==> config.mk <==
export PLATFORM = sky130hd
export DESIGN_NAME = mem_access_stage
export DESIGN_NICKNAME = d
export VERILOG_FILES = /design/src/rtl/mem_access_stage.sv
export SDC_FILE = /design/constraint.sdc
export NUM_CORES = 1
export LEC_CHECK = 0
export CORE_MARGIN = 4
export CORE_UTILIZATION = 42
export CTS_CLUSTER_SIZE = 14
export DETAILED_ROUTE_END_ITERATION = 8
export GPL_ROUTABILITY_DRIVEN = 0
export HOLD_SLACK_MARGIN = 0.15
export MAX_ROUTING_LAYER = met4
export PLACE_DENSITY = 0.76
export SLEW_MARGIN = 5
export SYNTH_ARGS = -nofsm -noshare
export SYNTH_HDL_FRONTEND = slang
export SYNTH_SLANG_ARGS = --single-unit
==> constraint.sdc <==
create_clock -name clk -period 2.3 [get_ports clk]
set_clock_uncertainty 0.15 [all_clocks]
set_input_delay 0.345 -clock clk [delete_from_list [all_inputs] [get_ports clk]]
set_output_delay 0.345 -clock clk [all_outputs]
set_load 0.03 [all_outputs]
==> src/rtl/mem_access_stage.sv <==
// ============================================================================
//  Module   : mem_access_stage
//  Purpose  : MIPS MEM stage - handshaked data-memory access, upstream stall,
//             MEM/WB pipeline register.
//  Revision : 1.0 - initial release
// ============================================================================
`default_nettype none

module mem_access_stage #(
    parameter int unsigned ACK_TIMEOUT = 16,
    parameter logic [31:0] ERR_DATA    = 32'hDEADBEEF
) (
    input  logic        clk,
    input  logic        rst_n,
    input  logic        ex_valid,
    input  logic [31:0] ex_alu_result,
    input  logic [31:0] ex_store_data,
    input  logic        ex_memread,
    input  logic        ex_memwrite,
    input  logic        ex_regwrite,
    input  logic        ex_memtoreg,
    input  logic [4:0]  ex_write_reg,
    output logic        mem_stall,
    output logic        dmem_req,
    output logic        dmem_we,
    output logic [31:0] dmem_addr,
    output logic [31:0] dmem_wdata,
    input  logic [31:0] dmem_rdata,
    input  logic        dmem_ack,
    output logic        wb_valid,
    output logic [31:0] wb_rd,
    output logic [31:0] wb_address,
    output logic        wb_memtoreg,
    output logic        wb_regwrite,
    output logic [4:0]  wb_write_reg,
    output logic        misalign_err,
    output logic        timeout_err
);

    typedef enum logic [0:0] {
        S_IDLE   = 1'b0,
        S_ACCESS = 1'b1
    } state_t;

    // Counter only ever needs to reach ACK_TIMEOUT-1 before forcing completion.
    localparam int          C_CW       = (ACK_TIMEOUT > 1) ? $clog2(ACK_TIMEOUT) : 1;
    localparam bit          C_TO_EN    = (ACK_TIMEOUT != 0);
    localparam int unsigned C_TO_LAST  = (ACK_TIMEOUT == 0) ? 0 : ACK_TIMEOUT - 1;
    localparam logic [C_CW-1:0] C_TO_LAST_W = C_CW'(C_TO_LAST);

    state_t          r_state;
    logic [C_CW-1:0] r_count;

    logic w_memop;
    logic w_aligned;
    logic w_in_access;
    logic w_timeout_hit;
    logic w_is_load;

    assign w_memop       = ex_valid & (ex_memread | ex_memwrite);
    assign w_aligned     = (ex_alu_result[1:0] == 2'b00);
    assign w_in_access   = (r_state == S_ACCESS);
    assign w_is_load     = ex_memread;
    assign w_timeout_hit = C_TO_EN & w_in_access & (r_count == C_TO_LAST_W) & ~dmem_ack;

    // Released in the ack/timeout cycle so upstream advances on the completing edge.
    assign mem_stall = (~w_in_access & w_memop & w_aligned)
                     | (w_in_access & ~dmem_ack & ~w_timeout_hit);

    always_ff @(posedge clk or negedge rst_n) begin
        if (!rst_n) begin
            r_state      <= S_IDLE;
            r_count      <= '0;
            dmem_req     <= 1'b0;
            dmem_we      <= 1'b0;
            dmem_addr    <= '0;
            dmem_wdata   <= '0;
            wb_valid     <= 1'b0;
            wb_rd        <= '0;
            wb_address   <= '0;
            wb_memtoreg  <= 1'b0;
            wb_regwrite  <= 1'b0;
            wb_write_reg <= '0;
            misalign_err <= 1'b0;
            timeout_err  <= 1'b0;
        end else begin
            misalign_err <= 1'b0;
            case (r_state)
                S_IDLE: begin
                    if (w_memop && w_aligned) begin
                        r_state     <= S_ACCESS;
                        r_count     <= '0;
                        dmem_req    <= 1'b1;
                        dmem_we     <= ex_memwrite & ~ex_memread;
                        dmem_addr   <= ex_alu_result;
                        dmem_wdata  <= ex_store_data;
                        wb_valid    <= 1'b0;
                        wb_regwrite <= 1'b0;
                    end else begin
                        // Non-memory ops and dropped misaligned accesses retire in one cycle.
                        wb_valid     <= ex_valid;
                        wb_rd        <= '0;
                        wb_address   <= ex_alu_result;
                        wb_memtoreg  <= ex_memtoreg;
                        wb_write_reg <= ex_write_reg;
                        wb_regwrite  <= ex_valid & ex_regwrite & ~w_memop;
                        misalign_err <= w_memop;
                    end
                end
                S_ACCESS: begin
                    if (dmem_ack || w_timeout_hit) begin
                        r_state      <= S_IDLE;
                        dmem_req     <= 1'b0;
                        wb_valid     <= 1'b1;
                        wb_address   <= ex_alu_result;
                        wb_memtoreg  <= ex_memtoreg;
                        wb_write_reg <= ex_write_reg;
                        if (dmem_ack) begin
                            wb_rd       <= w_is_load ? dmem_rdata : 32'h0;
                            wb_regwrite <= ex_valid & ex_regwrite;
                        end else begin
                            wb_rd       <= w_is_load ? ERR_DATA : 32'h0;
                            wb_regwrite <= 1'b0;
                            timeout_err <= 1'b1;
                        end
                    end else begin
                        r_count <= r_count + 1'b1;
                    end
                end
                default: r_state <= S_IDLE;
            endcase
        end
    end

endmodule

`default_nettype wire

==> metrics.txt <==
total gr overflow 0; WL final 15600 um; Pint around 5800 uW; CTS tree yes; Fmax 447 MHz; global-route wire length before repair 25100 um; P_sw 2500 uW; pin count of the biggest net entering global routing 50; Critical Path Source r_count[1]; Via Count 4206; core region area around 0.013 mm^2; DIE AREA around 0.016 mm^2; crit path max fanout 8; WS Path Type flop to primary output; nets@finish 780; cell row count between 40 and 50; combinational share of power 28.6%; library cells used by synthesis 34; worst setup path endpoint mem_stall; count leader, synth dfrtp_1; M2 GR Usage 34.8%; share of the synthesized area in the top cell type 63.0%; most instantiated cells after synthesis dfrtp_1 (145), mux2_1 (101), inv_1 (27); P&R area growth vs syn 61.2%; GR Util met1 approximately a quarter; # fillers around 1000; Synth Cell Area 0.00576 mm^2; post-synthesis sequential area ratio 63.0%; Post-synth top flop dfrtp_1; Slew @ Worst Pin 0.476 ns; worst path cell trace ha_4, and3_4, a2bb2oi_4, buf_12, inv_1, buf_4; io pins 250; crit path launch type flop; Async S/R FF share, synth 100%; Critical R2R Launch r_state; Routed Antenna Nets 0; Arrival @ worst endpoint 1.74 ns; status completed; sw frac 30.2%; htree depth 4; TritonCTS Buffers 17; clock share of power 33.0%; DR vias/cell 4.90; met3 Use GR 6.61%; clock latency on the worst-skew pair 0.41 ns; nature of the critical path endpoint primary output; Cell Area, Placed 0.00865 mm^2; die height 125 um; Synth warnings 0; n_diodes 0; worst hold-check path type input port to asynchronous set/reset pin; worst-path cell with the longest stage delay dfrtp_1; fin crit share 97.4%; Clock Root Buffer clkbuf_16; worst flop-to-flop path endpoint dmem_wdata[22]; Max Cap Viol 0; Setup Viol. Count Final 0; gr busiest metal met2; DRT Pass-1 Iters 4; share of cells above drive strength 1 ~14%; Post-synth EDFFs 0; number of global-route vias before repair 4757; Final Hold Viols 0; Yosys top cell by area dfrtp_1; PwrDens 892 mW/mm^2; Post-DP HPWL 11600 um; Total GRT Usage between 20% and 30%; IO Port Bufs 249; sequential power share 38.4%; Synth Instances 391; routed length per instance roughly 18 um; Initial DRC Count around 150; Worst Reg-to-Reg Cells 4; P_leak 0.00412 uW; Starting Density 43.1%; CTS clk-pin slew, worst paths about 0.06 ns; Max Slew Vio Count 0; CP max stage delay 0.41 ns; Yosys reg bits 145; reg2reg setup slack 0.24 ns; RSZ-0062 raised after global routing false; largest cells by area after synthesis dfrtp_1 (63%), mux2_1 (20%), mux2_2 (4.7%); CTS Buffer Depth 2; Tmin final 2.24 ns; CTS sink cnt about 150; worst path required time roughly 1.8 ns; Relative slew margins between 60% and 70%; Die W 125 um; Residual DRC 0; Net Count, Synth 501; Util after Layout a little over two thirds; mean post-synth cell area 14.7 um^2; Peak VDD IR between 500 and 600 uV; initial antenna violation count 0; Final Cell Area 0.00928 mm^2
-- per-stage QoR --
stage          total power, uW  cells  hold WS (ns)  setup slack, ns  setup TNS [ns]
2_1_floorplan             4360    391        -0.101            0.262               0
3_3_place_gp              5520    824         0.163           -0.108           -6.30
3_5_place_dp              5590    824         0.172           -0.173           -9.96
4_1_cts                   8370    856         0.308           0.0277               0
5_1_grt                   8650    858         0.329          0.00716               0
6_report                  8280    858         0.297           0.0609               0
-- critical path, delay by kind of cell (launching register included) --
family,cells,cell delay (ns)
adder cells (fa/ha/maj),1,0.18
flip-flops,1,0.41
AO/OA/AOI/OAI,1,0.18
AND/OR/NAND/NOR,1,0.22
buffers and inverters,3,0.34
-- metal layers --
metal / vias up / part of all wire (%)
met2: 166 / 51
met1: 2085 / 40
met5: - / 0
met4: 0 / 1.8
li1: 1935 / -
met3: 20 / 7.1
-- kinds of logic (layout without fill, tap and decap cells) --
family,after synthesis,count (layout),synth area share (%)
AO/OA/AOI/OAI,48,48,5.30
adder cells (fa/ha/maj),1,1,0.217
buffers and inverters,49,340,4.41
flip-flops,145,145,63.0
multiplexers,125,125,24.5
AND/OR/NAND/NOR,23,23,2.59
-- final cells by class --
| type | instances | area (um^2) | area share [%] |
|---|---|---|---|
| well taps | 176 | 220 | 2.37 |
| clock inverters | 11 | 139 | 1.50 |
| inverters | 27 | 101 | 1.09 |
| repair buffers | 282 | 2830 | 30.5 |
| multi-input cells | 197 | 1910 | 20.6 |
| clock buffers | 20 | 447 | 4.81 |
| flip-flops and latches | 145 | 3630 | 39.1 |
-- how the worst min path moves through the flow --
| stage | cells after the start | end |
|---|---|---|
| finish | 2 | dmem_wdata[14] |
| CTS | 2 | dmem_wdata[10] |
| detailed placement | 1 | dmem_wdata[10] |
| global route | 2 | dmem_wdata[14] |
| global placement | 1 | dmem_wdata[14] |
| floorplan | 0 | dmem_addr[0] |
-- power groups by stage --
stage	Clock, uW	Combinational, uW	Sequential (uW)
6_report	2730	2370	3180
2_1_floorplan	0	423	3930
4_1_cts	2790	2390	3190
3_3_place_gp	0	2330	3200
3_5_place_dp	0	2370	3220
5_1_grt	2930	2490	3230
-- repair_timing --
item                                   CTS  global route
endpoints found under the hold margin   47             0
resized for setup                        4             1
hold buffers                             1             0
pin swaps                                1             0
setup endpoints to repair                1             1
setup buffers                            0             2
-- cell usage in the layout (no fill, tap or decap), types with 3 or more instances in the layout --
master	instances
a21oi_1	26
a22o_1	9
buf_12	7
buf_4	26
bufinv_16	3
clkbuf_16	17
clkdlybuf4s50_1	247
clkinv_2	5
dfrtp_1	144
inv_1	27
mux2_1	101
mux2_2	24
nand3_1	4
nor2_1	3
o21ai_0	3
(Power assumes the default switching activity.)
